`src/rtl/sdram_port_arbiter_pkg.sv`:
```
// Shared types and constants for the SDRAM bridge port arbiter.
// The arbiter's optional ack watchdog is enabled with the ARB_WATCHDOG_EN macro.
package jsv_mem_pkg;

  typedef enum logic [1:0] {
    IDLE = 2'd0,
    WR   = 2'd1,
    RD   = 2'd2
  } arb_state_t;

  localparam int SDRAM_ADDR_W     = 23;
  localparam int PIXEL_W          = 8;
  localparam int DEF_MAX_WR_BURST = 4;
  localparam int DEF_TIMEOUT      = 1024;

  // Consecutive-write count after a write grant: it only counts while a read waits.
  function automatic logic [3:0] burst_next(input logic [3:0] cnt, input logic rd_pending,
                                            input int max_burst);
    if (!rd_pending)                   return 4'd0;
    else if (cnt == 4'(max_burst))     return cnt;
    else                               return cnt + 4'd1;
  endfunction

endpackage

```
`src/rtl/sdram_port_arbiter_if.sv`:
```
// Requester and bridge signals of the SDRAM port arbiter.
// master = the arbiter itself, slave = requesters plus bridge.
interface sdram_port_arbiter_if
  import jsv_mem_pkg::*;
#(
  parameter int ADDR_W = SDRAM_ADDR_W,
  parameter int DATA_W = PIXEL_W
);
  logic              wr_req;
  logic [ADDR_W-1:0] wr_addr;
  logic [DATA_W-1:0] wr_data;
  logic              wr_done;
  logic              rd_req;
  logic              rd_urgent;
  logic [ADDR_W-1:0] rd_addr;
  logic [DATA_W-1:0] rd_data;
  logic              rd_valid;
  logic [ADDR_W-1:0] bridge_address;
  logic              bridge_read;
  logic              bridge_write;
  logic [DATA_W-1:0] bridge_write_data;
  logic              bridge_acknowledge;
  logic [DATA_W-1:0] bridge_read_data;
  logic              busy;
  logic              arb_error;

  modport master (
    input  wr_req, wr_addr, wr_data, rd_req, rd_urgent, rd_addr,
           bridge_acknowledge, bridge_read_data,
    output wr_done, rd_data, rd_valid, bridge_address, bridge_read, bridge_write,
           bridge_write_data, busy, arb_error
  );

  modport slave (
    output wr_req, wr_addr, wr_data, rd_req, rd_urgent, rd_addr,
           bridge_acknowledge, bridge_read_data,
    input  wr_done, rd_data, rd_valid, bridge_address, bridge_read, bridge_write,
           bridge_write_data, busy, arb_error
  );
endinterface

```
`src/rtl/sdram_port_arbiter_arb_priority_sel.sv`:
```
// Next-grant selection for the SDRAM port arbiter; only meaningful while IDLE.
module arb_priority_sel (
  input  logic rd_req,
  input  logic rd_urgent,
  input  logic wr_req,
  input  logic burst_limit_hit,
  output logic grant_rd,
  output logic grant_wr
);
  always_comb begin
    grant_rd = 1'b0;
    grant_wr = 1'b0;
    if (rd_req && rd_urgent)            grant_rd = 1'b1;
    else if (rd_req && burst_limit_hit) grant_rd = 1'b1;
    else if (wr_req)                    grant_wr = 1'b1;
    else if (rd_req)                    grant_rd = 1'b1;
  end
endmodule

```
`src/rtl/sdram_port_arbiter.sv`:
```
// Shares the single SDRAM bridge port between the pixel writer and the VGA reader.
// Optional ack watchdog: define ARB_WATCHDOG_EN.
module sdram_port_arbiter
  import jsv_mem_pkg::*;
#(
  parameter int ADDR_W       = SDRAM_ADDR_W,
  parameter int DATA_W       = PIXEL_W,
  parameter int MAX_WR_BURST = DEF_MAX_WR_BURST,
  parameter int TIMEOUT      = DEF_TIMEOUT
) (
  input logic              CLK,
  input logic              RESET_N,
  sdram_port_arbiter_if.master bus
);

  if (MAX_WR_BURST < 1 || MAX_WR_BURST > 15 || TIMEOUT < 1) begin : g_bad_param
    $error("sdram_port_arbiter: MAX_WR_BURST must be 1..15 and TIMEOUT >= 1");
  end

  arb_state_t        state_q, state_d;
  logic [ADDR_W-1:0] addr_q, addr_d;
  logic [DATA_W-1:0] wdata_q, wdata_d;
  logic [DATA_W-1:0] rd_data_q, rd_data_d;
  logic              wr_done_q, wr_done_d;
  logic              rd_valid_q, rd_valid_d;
  logic [3:0]        burst_cnt_q, burst_cnt_d;
  logic              grant_rd, grant_wr;
  logic              wd_expired;

  arb_priority_sel u_sel (
    .rd_req          (bus.rd_req),
    .rd_urgent       (bus.rd_urgent),
    .wr_req          (bus.wr_req),
    .burst_limit_hit (burst_cnt_q == 4'(MAX_WR_BURST)),
    .grant_rd        (grant_rd),
    .grant_wr        (grant_wr)
  );

  always_comb begin
    state_d     = state_q;
    addr_d      = addr_q;
    wdata_d     = wdata_q;
    rd_data_d   = rd_data_q;
    wr_done_d   = 1'b0;
    rd_valid_d  = 1'b0;
    burst_cnt_d = burst_cnt_q;
    unique case (state_q)
      IDLE: begin
        // Acks seen here belong to nothing and are dropped.
        if (grant_rd) begin
          state_d     = RD;
          addr_d      = bus.rd_addr;
          burst_cnt_d = 4'd0;
        end else if (grant_wr) begin
          state_d     = WR;
          addr_d      = bus.wr_addr;
          wdata_d     = bus.wr_data;
          burst_cnt_d = burst_next(burst_cnt_q, bus.rd_req, MAX_WR_BURST);
        end
      end
      WR: begin
        if (bus.bridge_acknowledge) begin
          state_d   = IDLE;
          wr_done_d = 1'b1;
        end else if (wd_expired) begin
          state_d = IDLE;
        end
      end
      RD: begin
        if (bus.bridge_acknowledge) begin
          state_d    = IDLE;
          rd_valid_d = 1'b1;
          rd_data_d  = bus.bridge_read_data;
        end else if (wd_expired) begin
          state_d = IDLE;
        end
      end
      default: state_d = IDLE;
    endcase
  end

  always_ff @(posedge CLK or negedge RESET_N) begin
    if (!RESET_N) begin
      state_q     <= IDLE;
      addr_q      <= '0;
      wdata_q     <= '0;
      rd_data_q   <= '0;
      wr_done_q   <= 1'b0;
      rd_valid_q  <= 1'b0;
      burst_cnt_q <= 4'd0;
    end else begin
      state_q     <= state_d;
      addr_q      <= addr_d;
      wdata_q     <= wdata_d;
      rd_data_q   <= rd_data_d;
      wr_done_q   <= wr_done_d;
      rd_valid_q  <= rd_valid_d;
      burst_cnt_q <= burst_cnt_d;
    end
  end

`ifdef ARB_WATCHDOG_EN
  localparam int WD_W = $clog2(TIMEOUT + 1);
  logic [WD_W-1:0] wd_cnt_q, wd_cnt_d;
  logic            arb_error_q, arb_error_d;

  // Counter sits at zero in IDLE, so it restarts on every grant.
  assign wd_expired = (wd_cnt_q == WD_W'(TIMEOUT - 1)) && !bus.bridge_acknowledge;

  always_comb begin
    wd_cnt_d    = (state_q == IDLE) ? '0 : wd_cnt_q + 1'b1;
    arb_error_d = arb_error_q | (state_q != IDLE && wd_expired);
  end

  always_ff @(posedge CLK or negedge RESET_N) begin
    if (!RESET_N) begin
      wd_cnt_q    <= '0;
      arb_error_q <= 1'b0;
    end else begin
      wd_cnt_q    <= wd_cnt_d;
      arb_error_q <= arb_error_d;
    end
  end

  assign bus.arb_error = arb_error_q;
`else
  assign wd_expired    = 1'b0;
  assign bus.arb_error = 1'b0;
`endif

  assign bus.bridge_read       = (state_q == RD);
  assign bus.bridge_write      = (state_q == WR);
  assign bus.busy              = (state_q != IDLE);
  assign bus.bridge_address    = addr_q;
  assign bus.bridge_write_data = wdata_q;
  assign bus.wr_done           = wr_done_q;
  assign bus.rd_valid          = rd_valid_q;
  assign bus.rd_data           = rd_data_q;

endmodule
```
`src/flat_wrapper.sv`:
```
// flat-port wrapper written by rule: the top's interface ports become plain ports
module sdram_port_arbiter_flat import jsv_mem_pkg::*;
#(
  parameter int ADDR_W       = SDRAM_ADDR_W,
  parameter int DATA_W       = PIXEL_W,
  parameter int MAX_WR_BURST = DEF_MAX_WR_BURST,
  parameter int TIMEOUT      = DEF_TIMEOUT
)
  (CLK, RESET_N, bus_wr_req, bus_wr_addr, bus_wr_data, bus_rd_req, bus_rd_urgent, bus_rd_addr, bus_bridge_acknowledge, bus_bridge_read_data, bus_wr_done, bus_rd_data, bus_rd_valid, bus_bridge_address, bus_bridge_read, bus_bridge_write, bus_bridge_write_data, bus_busy, bus_arb_error);
  sdram_port_arbiter_if #(.ADDR_W(ADDR_W), .DATA_W(DATA_W)) bus_i ();
  input logic CLK;
  input logic RESET_N;
  input wire logic [$bits(bus_i.wr_req)-1:0] bus_wr_req;
  input wire logic [$bits(bus_i.wr_addr)-1:0] bus_wr_addr;
  input wire logic [$bits(bus_i.wr_data)-1:0] bus_wr_data;
  input wire logic [$bits(bus_i.rd_req)-1:0] bus_rd_req;
  input wire logic [$bits(bus_i.rd_urgent)-1:0] bus_rd_urgent;
  input wire logic [$bits(bus_i.rd_addr)-1:0] bus_rd_addr;
  input wire logic [$bits(bus_i.bridge_acknowledge)-1:0] bus_bridge_acknowledge;
  input wire logic [$bits(bus_i.bridge_read_data)-1:0] bus_bridge_read_data;
  output wire logic [$bits(bus_i.wr_done)-1:0] bus_wr_done;
  output wire logic [$bits(bus_i.rd_data)-1:0] bus_rd_data;
  output wire logic [$bits(bus_i.rd_valid)-1:0] bus_rd_valid;
  output wire logic [$bits(bus_i.bridge_address)-1:0] bus_bridge_address;
  output wire logic [$bits(bus_i.bridge_read)-1:0] bus_bridge_read;
  output wire logic [$bits(bus_i.bridge_write)-1:0] bus_bridge_write;
  output wire logic [$bits(bus_i.bridge_write_data)-1:0] bus_bridge_write_data;
  output wire logic [$bits(bus_i.busy)-1:0] bus_busy;
  output wire logic [$bits(bus_i.arb_error)-1:0] bus_arb_error;
  assign bus_i.wr_req = bus_wr_req;
  assign bus_i.wr_addr = bus_wr_addr;
  assign bus_i.wr_data = bus_wr_data;
  assign bus_i.rd_req = bus_rd_req;
  assign bus_i.rd_urgent = bus_rd_urgent;
  assign bus_i.rd_addr = bus_rd_addr;
  assign bus_i.bridge_acknowledge = bus_bridge_acknowledge;
  assign bus_i.bridge_read_data = bus_bridge_read_data;
  assign bus_wr_done = bus_i.wr_done;
  assign bus_rd_data = bus_i.rd_data;
  assign bus_rd_valid = bus_i.rd_valid;
  assign bus_bridge_address = bus_i.bridge_address;
  assign bus_bridge_read = bus_i.bridge_read;
  assign bus_bridge_write = bus_i.bridge_write;
  assign bus_bridge_write_data = bus_i.bridge_write_data;
  assign bus_busy = bus_i.busy;
  assign bus_arb_error = bus_i.arb_error;
  sdram_port_arbiter #(.ADDR_W(ADDR_W), .DATA_W(DATA_W), .MAX_WR_BURST(MAX_WR_BURST), .TIMEOUT(TIMEOUT)) u_core (.CLK(CLK), .RESET_N(RESET_N), .bus(bus_i));
endmodule
```
`config.mk`:
```
export PLATFORM = sky130hd
export DESIGN_NAME = sdram_port_arbiter_flat
export DESIGN_NICKNAME = d
export VERILOG_FILES = /design/src/rtl/sdram_port_arbiter_pkg.sv /design/src/rtl/sdram_port_arbiter_if.sv /design/src/rtl/sdram_port_arbiter_arb_priority_sel.sv /design/src/rtl/sdram_port_arbiter.sv /design/src/flat_wrapper.sv
export SDC_FILE = /design/constraint.sdc
export NUM_CORES = 1
export LEC_CHECK = 0
export CAP_MARGIN = 20
export CORE_MARGIN = 2
export CORE_UTILIZATION = 45
export DETAILED_ROUTE_END_ITERATION = 12
export PLACE_DENSITY_LB_ADDON = 0.12
export SYNTH_ARGS = -nofsm -noshare
export SYNTH_HDL_FRONTEND = slang
export SYNTH_SLANG_ARGS = --single-unit
export TNS_END_PERCENT = 1
```
`constraint.sdc`:
```
create_clock -name CLK -period 2.8 [get_ports CLK]
set_clock_uncertainty 0.2 [all_clocks]
set_input_delay 0.28 -clock CLK [delete_from_list [all_inputs] [get_ports CLK]]
set_output_delay 0.28 -clock CLK [all_outputs]
set_load 0.01 [all_outputs]
```
==> flow_summary.rst <==
.. list-table::
   :header-rows: 1

   * - Metric
     - Value
   * - Fraction of post-synthesis cell area in the top cell type by area
     - 48.25%
   * - R2r endpoint
     - u_core.bus.bridge_write_data[2]
   * - Post-Place Setup Slack
     - 0.5015 ns
   * - Cell seen most often among critical-path stages
     - inv_1
   * - Final instance count without filler cells
     - 397
   * - Reg2Reg Launch Point
     - u_core.state_q[1]
   * - Via-per-instance ratio
     - 5.378
   * - Clk sink count
     - 47
   * - Detailed-route via count
     - 2135
   * - Clock tree from TritonCTS
     - built
   * - Total Negative Setup Slacks
     - 0 ns
   * - Number of maximum-capacitance constraint violations
     - 0
   * - PD cells
     - 916.3 mW/mm²
   * - I/O pin total
     - 113
   * - Total Nets Final
     - 399
   * - Area of the core
     - 0.005172 mm²
   * - Outcome
     - completed
   * - Detailed-route wire length per cell
     - 16.07 µm
   * - Slowest cell on the critical path
     - clkdlybuf4s50_1
   * - Count of input and output buffers
     - 111
   * - Die Footprint
     - 0.006021 mm²
   * - Max rail drop VDD
     - 0.4784 mV
   * - Async set or reset register ratio after synthesis
     - 100.0%
   * - Worst setup EP type
     - output pin
   * - Cell at the root of the clock tree
     - clkbuf_8
   * - Number of levels in the clock H-tree
     - 2
   * - Bufs on Longest Clock Path
     - 2
   * - DIE HEIGHT
     - 77.60 µm
   * - Sequential share of the synthesized area
     - 48.25%
   * - Crit path launch type
     - register
   * - Post-synth cell types
     - 34
   * - Cell Chain, Critical Path
     - inv_1 > ha_1 > inv_1 > clkdlybuf4s50_1
   * - Number of antenna violations at the first check in global routing
     - 0
   * - Antenna Diode Count
     - 0
   * - Summed area of non-filler cells in the final layout
     - 0.003677 mm²
   * - Unrepaired setup endpoints after global routing
     - no
   * - Pin count of the biggest net entering global routing
     - 26
   * - Synthesized flop and latch total
     - 47
   * - Worst hold slack after final layout
     - 0.2846 ns
   * - Hold Fails Final Rpt
     - 0
   * - Most used flip-flop cell after synthesis
     - dfrtp_1
   * - Detail Route Antenna Nets
     - 0
   * - Drc violations
     - 0
   * - Type of the worst setup path
     - reg2out
   * - Post-place instance area
     - 0.003582 mm²
   * - Path depth of the worst reg2reg path
     - 5
   * - Share of cells above drive strength 1
     - 17.74%
   * - Clock slew at the register clock pins of the worst setup and hold paths
     - 0.08 ns
   * - Synth Area per Inst
     - 11.23 µm²
   * - Number of endpoints failing setup at the final stage
     - 0
   * - Total nets after synthesis
     - 290
   * - Max FO, Critical Path
     - 16
   * - Total count of max-transition violations in the final report
     - 0
   * - Largest area contributor in the synthesized netlist
     - dfrtp_1
   * - Pin slew with the least headroom to its limit
     - 0.5867 ns
   * - CP arrival
     - 1.95 ns
   * - Delay-heaviest family, CP
     - buffers and inverters
   * - Final Core Density
     - 71.09%
   * - Syn Inst Count
     - 217
   * - Violation count after the first detailed-route iteration
     - 111
   * - Share of the cycle needed by the critical path after routing
     - 86.88%
   * - Starting density of the core
     - 47.12%
   * - CP max stage delay
     - 0.52 ns
   * - Routability-driven placement congestion ratio
     - 0.7381
   * - Post-layout minimum cycle time
     - 2.433 ns
   * - Residual overflow from global routing
     - 0
   * - Post-CTS resize count
     - 0
   * - Main area contributors after synthesis
     - dfrtp_1, o211ai_2, o2111ai_1, mux2_2, nand2_1
   * - Number of global-route vias before repair
     - 2167
   * - Total Routing Usage GR
     - 21.59%
   * - Buf/Inv on CP
     - 3
   * - Worst min-delay path category
     - in2async
   * - Post-layout worst setup margin
     - 0.3674 ns
   * - Number of cells in the design after placement
     - 388
   * - Count of standard-cell rows
     - 26
   * - Leakage power
     - 1.551 nW
   * - Worst endpoint required time
     - 2.32 ns
   * - Router iterations before antenna repair
     - 4
   * - Worst relative slew slack
     - 60.89%
   * - Detailed placement HPWL
     - 4.642 mm
   * - Highest clock rate
     - 411.1 MHz
   * - Final wirelength
     - 6.378 mm
   * - Overall power after layout
     - 3.370 mW
   * - Cell area after synthesis
     - 0.002437 mm²
   * - Area growth from synthesis to final layout
     - 50.87%
   * - First-pass GRT wire length
     - 10.35 mm
   * - Chip width
     - 77.60 µm
   * - Num CTS Buffers
     - 5
   * - Number of flops mapped to enable cells by yosys
     - 0
   * - Insertion delay of the later-clocked pin in the worst-skew pair
     - 0.30 ns
   * - Register-to-register setup slack
     - 0.52 ns
   * - Yosys warnings
     - 0
-- layer usage --
| metal | vias to the layer above | GRT usage, % | part of all wire [%] |
|---|---|---|---|
| met5 | - | 0 | 0 |
| met4 | 0 | 4.286 | 0.67 |
| met3 | 5 | 6.744 | 9.2 |
| met2 | 96 | 34.40 | 46 |
| met1 | 1023 | 29.13 | 44 |
| li1 | 1011 | - | - |
-- cell type report --
class	instances	area [µm²]
flip-flops and latches	47	1176
inverters	6	22.52
repair buffers	122	1191
well taps	70	87.58
fillers	385	1495
clock buffers	6	72.57
clock inverters	2	12.51
multi-input cells	144	1115
-- timing repair --
| item | in CTS | in global routing |
|---|---|---|
| hold endpoints to repair | 22 | 0 |
| hold buffers | 1 | 0 |
| buffers inserted | 0 | 0 |
-- logic make-up after synthesis --
logic type               share of synthesized area (%)
buffers and inverters                            6.006
flip-flops                                       48.25
other                                           0.1539
multiplexers                                     7.854
adder cells (fa/ha/maj)                          2.567
AND/OR/NAND/NOR                                  10.78
AO/OA/AOI/OAI                                    24.38
-- cells in the mapped netlist, types with 2 or more instances --
library cell / instances
clkbuf_1: 4
nand2b_1: 2
inv_1: 6
nand2_1: 50
dfrtp_1: 47
a22o_1: 2
o21ai_0: 2
nor2_1: 3
buf_4: 4
buf_6: 3
ha_1: 5
buf_2: 8
mux2_2: 17
o2111ai_1: 23
o211ai_1: 3
o211ai_2: 20
-- worst max path at each step --
stage,cells after the start,slack (ns),startpoint,end
floorplan,6,1.05,u_core.burst_cnt_q[0],u_core.bus.bridge_write_data[0]
global placement,5,0.62,u_core.state_q[1],u_core.bus.bridge_write_data[1]
detailed placement,5,0.50,u_core.state_q[1],u_core.bus.bridge_write_data[2]
CTS,4,0.35,u_core.state_q[1],bus_busy
global route,4,0.21,u_core.state_q[0],bus_busy
finish,4,0.37,u_core.state_q[1],bus_busy
-- cell usage in the layout (no fill, tap or decap) --
| master | n |
|---|---|
| nor3b_1 | 1 |
| nor2b_1 | 1 |
| clkinvlp_4 | 1 |
| clkdlybuf4s50_1 | 110 |
| o31ai_1 | 1 |
| o211ai_2 | 20 |
| a21o_1 | 1 |
| ha_1 | 5 |
| nand2b_1 | 2 |
| buf_2 | 1 |
| o22ai_4 | 1 |
| buf_4 | 10 |
| conb_1 | 1 |
| o211ai_1 | 3 |
| clkbuf_8 | 5 |
| o21a_1 | 1 |
| nor2_1 | 3 |
| nand2_1 | 50 |
| mux2_2 | 17 |
| and3b_1 | 1 |
| clkinv_2 | 1 |
| clkbuf_1 | 1 |
| dfrtp_1 | 47 |
| and2_1 | 1 |
| inv_1 | 6 |
| a211oi_1 | 1 |
| o2111ai_1 | 23 |
| dlygate4sd3_1 | 1 |
| a22o_1 | 2 |
| o21ai_0 | 2 |
| a2bb2oi_1 | 1 |
| a311o_1 | 1 |
| o21a_4 | 1 |
| nand4b_1 | 1 |
| o21ai_2 | 1 |
| and3_1 | 1 |
| nand3b_1 | 1 |
-- registers in the layout, summed over array words and instances, names as in the netlist --
signal	flops
u_core.bus.wr_done	1
u_core.bus.rd_valid	1
u_core.state_q	2
u_core.bus.bridge_address	23
u_core.bus.bridge_write_data	8
u_core.burst_cnt_q	4
u_core.bus.rd_data	8
-- where the power goes --
group          internal (mW)  switching, mW
logic                   1.00          0.805
registers              0.989          0.166
clock network          0.175          0.231
total                   2.17           1.20
(Power assumes the default switching activity.)
